File: config.mk
export PLATFORM = sky130hd
export DESIGN_NAME = reg_piso_tx
export DESIGN_NICKNAME = d
export VERILOG_FILES = /design/src/rtl/reg_piso_tx.sv
export SDC_FILE = /design/constraint.sdc
export NUM_CORES = 1
export LEC_CHECK = 0
export CORE_ASPECT_RATIO = 1.2
export CORE_UTILIZATION = 43
export DETAILED_ROUTE_END_ITERATION = 16
export PLACE_DENSITY = 0.72
export SETUP_SLACK_MARGIN = 0.1
export SLEW_MARGIN = 0
export SYNTH_ARGS = -nofsm -noshare
export SYNTH_HDL_FRONTEND = slang
export SYNTH_SLANG_ARGS = --single-unit
File: constraint.sdc
create_clock -name clock -period 1.35 [get_ports clock]
set_input_delay 0.2025 -clock clock [delete_from_list [all_inputs] [get_ports clock]]
set_output_delay 0.2025 -clock clock [all_outputs]
set_load 0.02 [all_outputs]
File: src/rtl/reg_piso_tx.sv
// reg_piso_tx -- parallel-in / serial-out transmitter with valid/ready output handshake.
//
// A word presented on R with ena=1 while the block is idle is captured. It is then
// sent LSB first on sout, one bit per accepted transfer. A transfer is a cycle with
// sout_valid=1 and sready=1. After the last bit is accepted, done pulses for one
// cycle. The block then returns to idle.
//
// Optional feature (compile-time macro REG_PISO_TX_PARITY_EN):
//   defined   -> an even-parity bit of the captured word follows the n data bits.
//   undefined -> exactly n data bits are sent and no parity logic exists.
//
// Ports:
//   clock       in   single clock, rising edge
//   reset       in   synchronous active-high reset
//   ena         in   load request (honoured only while ready=1)
//   R[n-1:0]    in   parallel word to transmit
//   ready       out  block will accept a load request this cycle
//   sout        out  serial data bit (LSB first)
//   sout_valid  out  sout carries a valid bit
//   sready      in   downstream accepts sout this cycle
//   busy        out  high from load until the done pulse completes
//   done        out  one-cycle pulse after the final bit is accepted
//
// All outputs come straight from flops. Their next values are derived from the
// next FSM state and the next shift-register contents.
module reg_piso_tx #(
    parameter int n = 8
) (
    input  logic         clock,
    input  logic         reset,
    input  logic         ena,
    input  logic [n-1:0] R,
    output logic         ready,
    output logic         sout,
    output logic         sout_valid,
    input  logic         sready,
    output logic         busy,
    output logic         done
);

`ifdef REG_PISO_TX_PARITY_EN
    localparam int NB = n + 1;
`else
    localparam int NB = n;
`endif
    localparam int CW = $clog2(NB + 1);
    localparam logic [CW-1:0] LAST_IDX = CW'(NB - 1);
    localparam logic [CW-1:0] CNT_ONE  = CW'(1);

    typedef enum logic [1:0] {
        IDLE  = 2'd0,
        SHIFT = 2'd1,
        DONE  = 2'd2
    } state_t;

    state_t          state_q, state_d;
    logic [NB-1:0]   shreg_q, shreg_d;
    logic [CW-1:0]   cnt_q, cnt_d;
    logic            ready_q, ready_d;
    logic            busy_q, busy_d;
    logic            sout_q, sout_d;
    logic            sout_valid_q, sout_valid_d;
    logic            done_q, done_d;
    logic [NB-1:0]   load_word;

    // The parity bit sits above the data so that it is shifted out after bit n-1.
    // XOR-reducing the word yields 1 when the data has an odd number of ones,
    // which makes the total count of ones even.
`ifdef REG_PISO_TX_PARITY_EN
    assign load_word = {^R, R};
`else
    assign load_word = R;
`endif

    always_comb begin
        state_d = state_q;
        shreg_d = shreg_q;
        cnt_d   = cnt_q;

        case (state_q)
            IDLE: begin
                if (ena) begin
                    shreg_d = load_word;
                    cnt_d   = '0;
                    state_d = SHIFT;
                end
            end
            SHIFT: begin
                // sout_valid is always 1 in SHIFT, so sready alone qualifies a transfer.
                if (sready) begin
                    shreg_d = shreg_q >> 1;
                    cnt_d   = cnt_q + CNT_ONE;
                    if (cnt_q == LAST_IDX) begin
                        state_d = DONE;
                    end
                end
            end
            DONE: begin
                state_d = IDLE;
            end
            default: begin
                state_d = IDLE;
            end
        endcase

        // The outputs are registered. They are therefore decoded from the state
        // the block is about to enter.
        ready_d      = (state_d == IDLE);
        busy_d       = (state_d != IDLE);
        sout_valid_d = (state_d == SHIFT);
        sout_d       = (state_d == SHIFT) && shreg_d[0];
        done_d       = (state_d == DONE);
    end

    always_ff @(posedge clock) begin
        if (reset) begin
            state_q      <= IDLE;
            shreg_q      <= '0;
            cnt_q        <= '0;
            ready_q      <= 1'b1;
            busy_q       <= 1'b0;
            sout_q       <= 1'b0;
            sout_valid_q <= 1'b0;
            done_q       <= 1'b0;
        end else begin
            state_q      <= state_d;
            shreg_q      <= shreg_d;
            cnt_q        <= cnt_d;
            ready_q      <= ready_d;
            busy_q       <= busy_d;
            sout_q       <= sout_d;
            sout_valid_q <= sout_valid_d;
            done_q       <= done_d;
        end
    end

    assign ready      = ready_q;
    assign busy       = busy_q;
    assign sout       = sout_q;
    assign sout_valid = sout_valid_q;
    assign done       = done_q;

endmodule
# Word-level counts from Yosys, hierarchy flattened
# Index checks and enable logic that the tools add are counted.
# totals
ff_bits	19
latch_bits	0
ram_bits	0
romBits	0
output_inout_bits	5
wordCells	32
mem_count	0
# classes
n_addsub	1
multipliers	0
n_div	0
n_lt_le_gt_ge	0
n_eq_ne	6
shift	0
n_mux	10
bitwise_logic	0
reduce_logical	6
# ops
op	count
8-bit 2-to-1 mux	2
8-bit one-hot mux with 2 select lines	1
4-bit 2-to-1 mux	2
4-bit one-hot mux with 2 select lines	1
2-bit 2-to-1 mux	3
4-bit by 1-bit adder with 4-bit output, second input constant	1
2-bit by 1-bit == test with 1-bit output, second input constant	2
4-bit by 3-bit == test with 1-bit output, second input constant	1
2-bit zero test	2
2-bit != test, second input constant	2
2-bit one-hot mux with 2 select lines	1
2-bit nonzero test	2
3-bit AND reduction	1
2-bit == test, second input constant	1
1-bit logical AND	1

# Logic depth before layout (Yosys ltp)
# Gate-level depths: netlist of run 1.
# depth
word_depth	6
depth_mapped	5

# Least setup slack after synthesis of run 1
# OpenSTA, ideal clock, no wires.
# synth_path
kind	reg-to-reg
startpoint	register state_q[1]
endpoint	register sout_q (netlist: sout)
setup_ps	130
t_arrival_ps	1144
t_required_ps	1220
setup_slack_ps	75
stages_incl_launch_ff	6
path_buffers	2
period_less_slack_ps	1275
path_cell_list	dfxtp_1 buf_6 or3b_2 buf_2 nand3_1 a211oi_1
# synth_between
elab_chain_len	5
word_cells_on_any_way	9
classes_between	2 x eq/ne; 5 x mux; 2 x reduce/logical
# synth_rtl
element	line	text
from (decl)	56	state_t state_q, state_d;
from (signal assigned)	126	state_q <= state_d;
2-bit 2-to-1 mux	93	if (cnt_q == LAST_IDX) begin
2-bit 2-to-1 mux	90	if (sready) begin
2-bit one-hot mux with 2 select lines	80	case (state_q)
2-bit by 1-bit == test with 1-bit output	111	sout_d = (state_d == SHIFT) && shreg_d[0];
1-bit logical AND *	111	
to (signal assigned)	131	sout_q <= sout_d;
to (decl)	61	logic sout_q, sout_d;
# Mark *: on every way between the ends. The rest lies on a longest branch, timed or not.
# A chain may end at the register's enable or synchronous reset.

# Final worst setup path of run 1
# layout_path
startpoint	register cnt_q[0]
endpoint	register state_q[1]
# layout_between
elab_chain_len	4
# layout_rtl
element	line	text
from (decl)	58	logic [CW-1:0] cnt_q, cnt_d;
from (signal assigned)	128	cnt_q <= cnt_d;
4-bit by 3-bit == test with 1-bit output	93	
2-bit 2-to-1 mux	93	
2-bit 2-to-1 mux	90	
2-bit one-hot mux with 2 select lines	80	
# Every way passes these cells.

==> run summary, run 1 <==
status - complete, no violations
Placed Instances - 117
slew at the pin closest to its max-slew limit - 0.304 ns
vias in the first global route - 618
first-pass GRT wire length - 2680 microns
startpoint type of the worst setup path - flop
fillers - 159
FF-to-FF End - state_q[1]
vias per cell - 5.61
Hold WS - 0.457 ns
Hold WC Path Type - in2reg
R2R Setup Slk - 0.11 ns
minimum setup slack after placement - -0.233 ns
Reg-to-Reg Start - cnt_q[0]
CP Capture Type - flop
post-route antenna net violation count - 0
Worst-Skew Late Latency - 0.29 ns
CTS buffer count - 3
Reg area - 390 sq um
Initial Util - 0.478
Data arrival, critical path - 1.42 ns
Period minus WS final - 1.24 ns
CP bufs+invs - 1
VDD IR-drop max - 0.575 mV
CTS Sinks - 19
Nets - 119
Tcrit/Tclk final - 0.916
clock tree buffer depth - 2
PwrDens - 992 nW/um^2
DIE WIDTH - 41.5 microns
number of H-tree levels - 1
Post-Layout Cell Count - 123
critical path's top delay family - simple AND/OR/NAND/NOR gates
layout cells sized above 1 - 0.229
Reg2Reg Depth - 4
Max Fclk - 809 MHz
via count - 690
CP cell instances - ha_1 -> nand4b_1 -> buf_4 -> nor4b_1
ys flop type - dfxtp_1
die span in y - 49.3 microns
initial antenna violation count - 0
max-cap check violation count - 0
Clock Pin Slew Worst Setup and Hold Paths - 0.11 ns
Warnings, synthesis - 0
post-synthesis cell type count - 31
CP max-delay cell - dfxtp_2
Port Buffer Count - 16
Lkg Pwr - 0.000438 uW
WS Path Type - reg2reg
number of antenna repair diodes - 0
Critical Path Fanout Max - 3
Ports - 17
Root Driver - clkbuf_4
Synth async-reset ratio - 0
final worst slack - 0.113 ns
TritonCTS clock tree - built
Hold Path End - shreg_q[7]
Layout Skew - 0.00310 ns
Std-Cell Core Area - 1680 sq um
1st-pass router iterations - 4
WL/cell - 14.0 microns
RSZ-0062 raised after global routing - yes
Slew HR - 0.797
final count of negative-setup-slack endpoints - 0
share of the yosys chip area belonging to registers - 0.474
syn_nets - 95
Slew Limit Fails - 0
Post-Route WL - 1720 microns
FF+latch count, synth - 19
Rows - 16
Post-Synthesis Cells - 82
total grt overflow - 0
syn_area_per_cell - 9.80 sq um
drt drc - 0
Slowest Stage Delay on Critical Path - 0.37 ns
required time of the critical path - 1.53 ns
hold path start - R[7]
mapped cell area - 803 sq um
hold path cells - 3
Area Overhead vs Synth - 31.3%
die area - 2050 sq um
multi-input logic area - 374 sq um
Final Hold Vio Count - 0
Placer Congestion - 0.748
Detailed Place HPWL - 1150 microns
largest net degree at the start of global routing - 12
Post-synth EDFFs - 0
GRT Overall Usage - 0.171
DRT iter0 DRCs - 16
[sequential cells by signal, summed over array words and instances, names as in the netlist]
| register | flops |
|---|---|
| sout | 1 |
| shreg_q | 8 |
| done | 1 |
| sout_valid | 1 |
| busy | 1 |
| state_q | 2 |
| cnt_q | 4 |
| ready | 1 |
[synthesized netlist by cell type, types with 2 or more instances]
cell / n / area share
o21ai_0: 3 / 0.019
nor3_1: 2 / 0.012
dfxtp_1: 19 / 0.47
nand4b_1: 2 / 0.022
nor2_1: 3 / 0.014
a21oi_1: 9 / 0.056
a22oi_1: 6 / 0.056
nand2_1: 2 / 0.0093
inv_1: 2 / 0.0093
nor4b_1: 2 / 0.022
nand3_1: 9 / 0.056
buf_4: 2 / 0.019
buf_2: 2 / 0.012
and3b_2: 2 / 0.025
[cells in the final DEF (no fill, tap or decap), types with 2 or more instances in the layout]
cell type,synthesis,final
nand2_1,2,2
dfxtp_1,19,15
nor2_1,3,3
a21oi_1,9,9
clkbuf_4,0,3
inv_1,2,2
nand3_1,9,8
dfxtp_4,0,2
clkdlybuf4s50_1,0,10
dlygate4sd2_1,0,6
buf_4,2,9
dfxtp_2,0,2
nand4b_1,2,2
and3b_2,2,2
nor4b_1,2,2
a22oi_1,6,6
o21ai_0,3,3
nor3_1,2,2
[kinds of logic (layout without fill, tap and decap cells)]
kind of cell / count (synthesis) / count (layout) / share of synthesized area
AND/OR/NAND/NOR: 29 / 29 / 0.240
AO/OA/AOI/OAI: 22 / 22 / 0.173
flip-flops: 19 / 19 / 0.474
buffers and inverters: 9 / 32 / 0.0763
XOR/XNOR: 2 / 2 / 0.0218
adder cells (fa/ha/maj): 1 / 1 / 0.0156
[power by group]
part           leakage, uW  switching (uW)  internal, uW
registers         0.000158            20.1           587
logic             0.000262            76.1          84.3
clock network    0.0000177             169           110
[repair_timing]
item                       in CTS  in global routing
resized for setup               9                  5
setup endpoints to repair      15                 12
hold buffers                    0                  0
pin swaps                       0                  0
buffers inserted                0                  2
[per-layer routing]
metal / vias up / wire length [microns] / global-route usage
met3: 4 / 57 / 0.0222
met1: 324 / 727 / 0.200
met5: - / 0 / 0
li1: 344 / - / -
met2: 18 / 898 / 0.286
met4: 0 / 38 / 0.113
[area by class of cell]
cell class | count | share of cell area
flip-flops and latches | 19 | 0.370
clock buffers | 3 | 0.0214
inverters | 2 | 0.00712
repair buffers | 26 | 0.221
clock inverters | 1 | 0.00474
multi-input cells | 54 | 0.355
well taps | 18 | 0.0214
[worst max-delay path by stage]
| stage | startpoint | endpoint | slack, ns | cells after the start |
|---|---|---|---|---|
| 2_1_floorplan | state_q[1] | shreg_q[1] | 0.11 | 5 |
| 3_3_place_gp | ena | shreg_q[6] | -0.22 | 4 |
| 3_5_place_dp | ena | sout | -0.23 | 4 |
| 4_1_cts | cnt_q[0] | sout | 0.11 | 4 |
| 5_1_grt | cnt_q[0] | done | 0.04 | 4 |
| 6_report | cnt_q[0] | state_q[1] | 0.11 | 4 |
[through the flow]
step / total power [uW] / setup TNS [ns] / util / area, sq um
4_1_cts: 1060 / 0 / 0.608 / 1020
6_report: 1050 / 0 / 0.627 / 1050
3_5_place_dp: 784 / -2.97 / 0.593 / 997
3_3_place_gp: 780 / -2.74 / 0.593 / 997
5_1_grt: 1100 / 0 / 0.627 / 1050
2_1_floorplan: 712 / 0 / - / 815
[worst reg2reg max path: cells and delay by family (launching register included)]
| kind | cells | cell delay, ns |
|---|---|---|
| flip-flops | 1 | 0.37 |
| AND/OR/NAND/NOR | 2 | 0.40 |
| adder cells (fa/ha/maj) | 1 | 0.18 |
| buffers and inverters | 1 | 0.17 |
No activity file was read; power rests on OpenSTA's default activity.
==> run 2: changes to the inputs <==
- ABC_CLOCK_PERIOD_IN_PS: default -> 1350
- CELL_PAD_IN_SITES_DETAIL_PLACEMENT: default -> 1
- CELL_PAD_IN_SITES_GLOBAL_PLACEMENT: default -> 1
- CORE_MARGIN: default -> 4
- CORE_UTILIZATION: 43 -> 33
- PLACE_DENSITY: 0.72 -> default
- PLACE_DENSITY_LB_ADDON: default -> 0.1
==> run 2 against run 1 <==
Effect of this change: design area up 6.9%; sequential cell count unchanged; setup slack better by 0.043 ns; critical endpoint is now sout.
==> run summary, run 2 (same netlist as run 1, synthesis figures left out) <==
CP max-delay cell - clkdlybuf4s50_1 (was dfxtp_2)
Post-Route WL - 1860 microns (was 1720 microns)
Int Pwr - 800 uW (was 781 uW)
Clock Pin Slew Worst Setup and Hold Paths - 0.10 ns (was 0.11 ns)
Post-Layout Cell Count - 139 (was 123)
Data arrival, critical path - 1.39 ns (was 1.42 ns)
GRT Overall Usage - 0.118 (was 0.171)
DIE WIDTH - 53.0 microns (was 41.5 microns)
Crit. path cell count - 5 (was 4)
CP cell instances - clkdlybuf4s50_1 -> nor3b_4 -> buf_4 -> a31oi_2 -> a211oi_1 (was ha_1 -> nand4b_1 -> buf_4 -> nor4b_1)
PwrDens - 940 nW/um^2 (was 992 nW/um^2)
CTS buffer count - 3 (unchanged)
Critical Path Fanout Max - 4 (was 3)
required time of the critical path - 1.55 ns (was 1.53 ns)
critical path's top delay family - buffers and inverters (was simple AND/OR/NAND/NOR gates)
Hold WC Path Type - reg2reg (was in2reg)
Tcrit/Tclk final - 0.884 (was 0.916)
max-cap check violation count - 0 (unchanged)
max FFs per register - 8 (unchanged)
1st-pass router iterations - 4 (unchanged)
layout cells sized above 1 - 0.287 (was 0.229)
Slew HR - 0.733 (was 0.797)
die span in y - 62.0 microns (was 49.3 microns)
RSZ-0062 raised after global routing - yes (unchanged)
drt drc - 0 (unchanged)
final worst slack - 0.157 ns (was 0.113 ns)
Ports - 17 (unchanged)
Port Buffer Count - 16 (unchanged)
commonest cells after routing, fill and taps aside - dfxtp_1, buf_4, clkdlybuf4s50_1, a21oi_1, nand3_1 (was dfxtp_1, clkdlybuf4s50_1, a21oi_1, buf_4, nand3_1)
total power - 1060 uW (was 1050 uW)
DRT iter0 DRCs - 6 (was 16)
Slew Limit Fails - 0 (unchanged)
Root Driver - clkbuf_4 (unchanged)
Placed Instances - 133 (was 117)
Hold WS - 0.470 ns (was 0.457 ns)
clock group share of total power - 0.256 (was 0.266)
slew at the pin closest to its max-slew limit - 0.399 ns (was 0.304 ns)
WS Path Type - in2reg (was reg2reg)
Area Overhead vs Synth - 40.3% (was 31.3%)
Period minus WS final - 1.19 ns (was 1.24 ns)
Slowest Stage Delay on Critical Path - 0.53 ns (was 0.37 ns)
Most flops, register - shreg_q (unchanged)
CTS Sinks - 19 (unchanged)
initial antenna violation count - 0 (unchanged)
TritonCTS clock tree - built (unchanged)
post-route design area - 1130 sq um (was 1050 sq um)
Std-Cell Core Area - 2310 sq um (was 1680 sq um)
Worst-Skew Late Latency - 0.28 ns (was 0.29 ns)
number of H-tree levels - 1 (unchanged)
WL/cell - 13.3 microns (was 14.0 microns)
first-pass GRT wire length - 2870 microns (was 2680 microns)
post-route antenna net violation count - 0 (unchanged)
via count - 707 (was 690)
most common cell after layout, fill and taps aside - dfxtp_1 (unchanged)
Placer Congestion - 0.715 (was 0.748)
vias in the first global route - 686 (was 618)
Lkg Pwr - 0.000436 uW (was 0.000438 uW)
clock tree buffer depth - 2 (unchanged)
Max Fclk - 838 MHz (was 809 MHz)
Initial Util - 0.348 (was 0.478)
final count of negative-setup-slack endpoints - 0 (unchanged)
startpoint type of the worst setup path - primary input (was flop)
Detailed Place HPWL - 1350 microns (was 1150 microns)
number of antenna repair diodes - 0 (unchanged)
NetSw - 260 uW (was 265 uW)
fillers - 277 (was 159)
CP bufs+invs - 2 (was 1)
placed cell areas - 1040 sq um (was 997 sq um)
largest net degree at the start of global routing - 11 (was 12)
sw frac - 0.245 (was 0.253)
total grt overflow - 0 (unchanged)
Logic pwr share - 0.174 (was 0.153)
hold buffers post-CTS - 0 (unchanged)
Nets - 122 (was 119)
minimum setup slack after placement - -0.274 ns (was -0.233 ns)
Layout Skew - 0.00377 ns (was 0.00310 ns)
largest registers - shreg_q x8, cnt_q x4, state_q x2 (unchanged)
Rows - 19 (was 16)
die area - 3290 sq um (was 2050 sq um)
vias per cell - 5.09 (was 5.61)
Sequential Power Share - 0.570 (was 0.580)
hold path cells - 2 (was 3)
Reg2Reg Depth - 4 (unchanged)
CP Capture Type - flop (unchanged)
VDD IR-drop max - 0.638 mV (was 0.575 mV)
status - complete, no violations (unchanged)
Final Hold Vio Count - 0 (unchanged)
[run 2: final timing paths]
kind	endpoint	slack (ns)	startpoint
worst max-delay path	sout	0.16	ena
worst min-delay path	shreg_q[0]	0.47	shreg_q[0]
worst max register to register	state_q[1]	0.17	cnt_q[1]
worst min register to register	shreg_q[0]	0.47	shreg_q[0]
[run 2: per-stage QoR]
| step | TNS [ns] | utilization |
|---|---|---|
| after detailed placement | -3.73 | 0.449 |
| after CTS | 0 | 0.461 |
| final | 0 | 0.489 |
| after global routing | 0 | 0.489 |
| after floorplan | 0 | - |
| after global placement | -3.48 | 0.449 |
[run 2: what timing repair did]
item	CTS	global route
gates resized for setup	9	13
pin swaps	0	1
buffers inserted	0	2
setup endpoints to repair	15	9
[run 2: metal layers]
layer,vias to the layer above,global-route usage,wire length (microns)
met3,2,0.0263,70
met1,343,0.126,769
met2,11,0.229,1000
met4,0,0.0365,12
li1,351,-,-
met5,-,0,0
[run 2: layout make-up]
| class | count | area, sq um | area share |
|---|---|---|---|
| Tap cell | 31 | 38.8 | 0.0344 |
| Inverter | 2 | 7.51 | 0.00666 |
| Timing Repair Buffer | 29 | 254 | 0.225 |
| Sequential cell | 19 | 390 | 0.346 |
| Multi-Input combinational cell | 54 | 410 | 0.364 |
| Clock buffer | 4 | 26.3 | 0.0233 |
[run 2: power groups by stage]
stage	Clock [uW]	Combinational, uW	Sequential [uW]
detailed placement	0	177	618
floorplan	0	89.5	622
CTS	290	174	606
global placement	0	174	617
global route	314	203	608
finish	272	184	604
[run 2: worst register-to-register path, delay by kind of cell (launching register included)]
| family | cells | cell delay, ns |
|---|---|---|
| buf+inv | 1 | 0.19 |
| fa+ha+maj | 1 | 0.18 |
| simple gates | 2 | 0.35 |
| flops | 1 | 0.37 |
==> run 3: changes to the inputs <==
- PLACE_DENSITY_LB_ADDON: 0.1 -> 0.05
==> run 3 against run 2 <==
Effect of this change: routed wire length down 0.49%; combinational power is essentially flat; global-route usage up 1.1 points; utilization fell by 0.27 points; maximum frequency shrank 0.67%; worst hold slack worse by 0.081 ns; sequential share of layout area up 0.42 points; sequential power hardly changed; first-iteration DRC count decreased by 17%; critical path depth is 1 lower.
==> run summary, run 3 (same netlist as run 1, synthesis figures left out) <==
Slew HR - 0.783 (was 0.733)
RSZ-0062 raised after global routing - yes (unchanged)
Critical Path Fanout Max - 4 (unchanged)
initial antenna violation count - 0 (unchanged)
WS Path Type - reg2reg (was in2reg)
Placer Congestion - 0.727 (was 0.715)
CP Capture Type - flop (unchanged)
Most flops, register - shreg_q (unchanged)
Post-Route WL - 1850 microns (was 1860 microns)
final worst slack - 0.148 ns (was 0.157 ns)
commonest cells after routing, fill and taps aside - dfxtp_1, buf_4, a21oi_1, clkdlybuf4s50_1, nand3_1 (was dfxtp_1, buf_4, clkdlybuf4s50_1, a21oi_1, nand3_1)
die area - 3290 sq um (unchanged)
CTS Sinks - 19 (unchanged)
clock tree buffer depth - 2 (unchanged)
Ports - 17 (unchanged)
Nets - 120 (was 122)
Area Overhead vs Synth - 39.6% (was 40.3%)
Slowest Stage Delay on Critical Path - 0.39 ns (was 0.53 ns)
required time of the critical path - 1.55 ns (about the same)
status - complete, no violations (unchanged)
first-pass GRT wire length - 3040 microns (was 2870 microns)
drt drc - 0 (unchanged)
total power - 1070 uW (was 1060 uW)
number of antenna repair diodes - 0 (unchanged)
most common cell after layout, fill and taps aside - dfxtp_1 (unchanged)
vias in the first global route - 703 (was 686)
Data arrival, critical path - 1.40 ns (was 1.39 ns)
Period minus WS final - 1.20 ns (was 1.19 ns)
Slew Limit Fails - 0 (unchanged)
post-route antenna net violation count - 0 (unchanged)
slew at the pin closest to its max-slew limit - 0.325 ns (was 0.399 ns)
TritonCTS clock tree - built (unchanged)
1st-pass router iterations - 3 (was 4)
total grt overflow - 0 (unchanged)
Layout Skew - 0.00603 ns (was 0.00377 ns)
WL/cell - 13.5 microns (was 13.3 microns)
VDD IR-drop max - 0.590 mV (was 0.638 mV)
Post-CTS Setup Inserts - 0 (unchanged)
vias per cell - 4.95 (was 5.09)
CP cell instances - ha_4 -> nand4b_1 -> buf_4 -> nor4b_1 (was clkdlybuf4s50_1 -> nor3b_4 -> buf_4 -> a31oi_2 -> a211oi_1)
CTS buffer count - 3 (unchanged)
max FFs per register - 8 (unchanged)
startpoint type of the worst setup path - flop (was primary input)
Detailed Place HPWL - 1390 microns (was 1350 microns)
minimum setup slack after placement - -0.286 ns (was -0.274 ns)
Port Buffer Count - 16 (unchanged)
Std-Cell Core Area - 2310 sq um (unchanged)
die span in y - 62.0 microns (unchanged)
Clock Pin Slew Worst Setup and Hold Paths - 0.11 ns (was 0.10 ns)
Initial Util - 0.348 (unchanged)
DRT iter0 DRCs - 5 (was 6)
fillers - 284 (was 277)
number of H-tree levels - 1 (unchanged)
largest registers - shreg_q x8, cnt_q x4, state_q x2 (unchanged)
Hold WC Path Type - in2reg (was reg2reg)
largest net degree at the start of global routing - 11 (unchanged)
DIE WIDTH - 53.0 microns (unchanged)
Max Fclk - 832 MHz (was 838 MHz)
Worst-Skew Late Latency - 0.30 ns (was 0.28 ns)
GRT Overall Usage - 0.129 (was 0.118)
Lkg Pwr - 0.000442 uW (was 0.000436 uW)
Tcrit/Tclk final - 0.890 (was 0.884)
CP max-delay cell - dfxtp_4 (was clkdlybuf4s50_1)
Rows - 19 (unchanged)
Final Hold Vio Count - 0 (unchanged)
max-cap check violation count - 0 (unchanged)
final count of negative-setup-slack endpoints - 0 (unchanged)
Root Driver - clkbuf_4 (unchanged)
PwrDens - 958 nW/um^2 (was 940 nW/um^2)
multi-input logic area - 402 sq um (was 410 sq um)
hold buffers post-CTS - 0 (unchanged)
layout cells sized above 1 - 0.274 (was 0.287)
Reg area - 393 sq um (was 390 sq um)
via count - 678 (was 707)
## run 3: what timing repair did
item,in CTS,in global routing
pin swaps,2,2
gates resized for setup,8,13
setup endpoints to repair,18,15
## run 3: path summary, 6_finish.rpt
check	from	end	slack [ns]	cells past startpoint
max	cnt_q[1]	done	0.15	4
min	ena	cnt_q[1]	0.39	5
max reg2reg	cnt_q[1]	done	0.15	4
min reg2reg	shreg_q[1]	shreg_q[1]	0.47	2
## run 3: worst max-delay path: cells and delay by family (launching register included)
family	cells	cell delay, ns
flip-flops	1	0.39
AND/OR/NAND/NOR	2	0.39
adder cells (fa/ha/maj)	1	0.14
buffers and inverters	1	0.19
## run 3: layer usage
layer,track usage,vias up,wire length (microns),share of wire
met5,0,-,0,0
met4,0.0839,0,31,0.017
li1,-,346,-,-
met1,0.135,317,806,0.44
met2,0.236,11,949,0.51
met3,0.0239,4,58,0.031
## run 3: final cells by class
type / count / area share
flip-flops and latches: 19 / 0.350
well taps: 31 / 0.0346
repair buffers: 27 / 0.227
inverters: 2 / 0.00670
multi-input cells: 54 / 0.358
clock buffers: 4 / 0.0234
## run 3: metrics by stage
step                      hold WS [ns]  setup TNS (ns)  instances  area, sq um   util
after floorplan                  0.339               0         82          815      -
after global placement           0.452           -3.24        133         1050  0.455
after detailed placement         0.459           -3.71        133         1050  0.455
after CTS                        0.444               0        137         1070  0.466
after global routing             0.414               0        137         1120  0.486
final                            0.389               0        137         1120  0.486
## run 3: report_power, final
| part | switching, uW | total, uW | leakage (uW) | internal, uW |
|---|---|---|---|---|
| sequential | 18.4 | 603 | 0.000158 | 584 |
| clock | 171 | 286 | 0.0000150 | 115 |
| combinational | 83.1 | 185 | 0.000268 | 102 |
| total | 273 | 1070 | 0.000442 | 801 |
==> variant: new RTL, settings of run 2 <==
Re-encode `state_t` (3 states) as one-hot, 3 bits wide.
--- a/src/rtl/reg_piso_tx.sv
+++ b/src/rtl/reg_piso_tx.sv
@@ -49,6 +49,6 @@
 
-    typedef enum logic [1:0] {
-        IDLE  = 2'd0,
-        SHIFT = 2'd1,
-        DONE  = 2'd2
+    typedef enum logic [2:0] {
+        IDLE  = 3'b001,
+        SHIFT = 3'b010,
+        DONE  = 3'b100
     } state_t;
Function: same outputs for any inputs over 10 cycles, from zero or initial values and one cycle with reset high; not proved beyond that.
==> variant against run 2 <==
Count of clock-buffer cells in the layout is the same; total power up 7.4%; global-route usage is 0.071 points higher; first-iteration DRC count did not move; sequential share of layout area increased by 2.5 points; critical path depth is 1 lower; design area shrank 2.8%; sequential cell count is 1 higher; clock skew up 0.0018 ns; setup slack better by 0.015 ns; synthesized area rose by 0.47%; wire length decreased by 3.9%; non-clock buffer count decreased by 3; largest cell class is now flip-flops and latches.
==> variant: results (changes against run 2) <==
| Metric | Value |
|---|---|
| Outcome | finished, final reports clean |
| Post-Syn Area per Cell | 10.09 sq um (+3.0%) |
| Distinct cells, synth | 26 (-16%) |
| Nets@finish | 119 (-2.5%) |
| Post-synthesis sequential area ratio | 49.61% (+2.3 points) |
| Largest net degree at the start of global routing | 12 (+1) |
| Hold_sp | sready |
| First-pass GRT wire length | 3042 um (+6.0%) |
| CTS resizes | 6 (-3) |
| Vias per cell | 5.022 (-1.3%) |
| Worst setup margin | 0.1711 ns (+0.01462 ns) |
| Clock-pin slew on the worst setup and hold paths | 0.12 ns (+0.02 ns) |
| Syn Nets | 93 (-2.1%) |
| Worst Setup Path Type | reg2reg |
| Hold/Removal Path Class | in2reg |
| R2R Path End | shreg_q[1]$_SDFFE_PP0P_ |
| Vias in the first global route | 736 (+7.3%) |
| Fraction of layout cells with a size suffix above 1 | 24.76% (-3.9 points) |
| Inst Count DP | 132 (-0.75%) |
| CP Max Fanout | 9 (+5) |
| Hold depth | 4 (+2) |
| Top cells by area, synth | dfxtp_1 50%, a21oi_1 6.8%, nand3_1 6.8%, a22oi_1 5.6%, nand4bb_4 3.4% |
| Gpl congestion | 0.6970 (-2.5%) |
| Commonest cells in the netlist | 20 x dfxtp_1, 11 x a21oi_1, 11 x nand3_1 |
| VDD IR-drop max | 522.6 uV (-18%) |
| CP startpoint | state_q[0]$_SDFF_PP1_ |
| Total GRT Usage | 11.87% (+0.071 points) |
variant: changes by cell type after synthesis, moves of 2 or more:
cell	delta
nand2b_1	+2
nor4b_1	-2
and2b_1	+2
nand3_1	+2
o21ai_1	+2
a21oi_1	+2
nand4b_1	-2
nor3_1	-2
and3b_2	-2
o21ai_0	-3
variant: power breakdown:
group | leakage (nW) | internal (mW) | switching (mW) | total [mW]
Clock | 0.0210 | 0.164 | 0.183 | 0.347
Sequential | 0.165 | 0.619 | 0.0173 | 0.637
Combinational | 0.240 | 0.0849 | 0.0693 | 0.154
variant: layer usage:
layer	routed length (um)	GRT usage, %
met5	0	0
met3	51	2.153
met2	936	20.65
met1	794	14.62
met4	0	2.875
variant: layout make-up:
type	instances	area, sq um	area share, %
Inverter	3	11.26	1.027
Timing Repair Buffer	26	231.5	21.12
Multi-Input combinational cell	52	371.6	33.90
Clock buffer	4	36.28	3.311
Tap cell	31	38.79	3.539
Sequential cell	20	406.6	37.10
variant: per-stage QoR:
| stage | hold slack, ns | utilization [%] |
|---|---|---|
| finish | 0.3883 | 47.53 |
| global placement | 0.4569 | 45.63 |
| CTS | 0.4355 | 46.99 |
| floorplan | 0.3385 | - |
| global route | 0.4158 | 47.53 |
| detailed placement | 0.4651 | 45.63 |
variant: cell families (layout without fill, tap and decap cells):
logic type               after synthesis  in the layout  synth area share (%)
AO/OA/AOI/OAI                         23             23                 19.07
AND/OR/NAND/NOR                       27             27                 23.72
buffers and inverters                  8             33                 4.960
adder cells (fa/ha/maj)                1              1                 1.550
XOR/XNOR                               1              1                 1.085
flip-flops                            20             20                 49.61
variant: worst max-delay path: stages (launching register included):
cell and delay, ns:
dfxtp_2 0.38, and4bb_1 0.24, buf_4 0.18, a22oi_1 0.20, a21oi_1 0.08
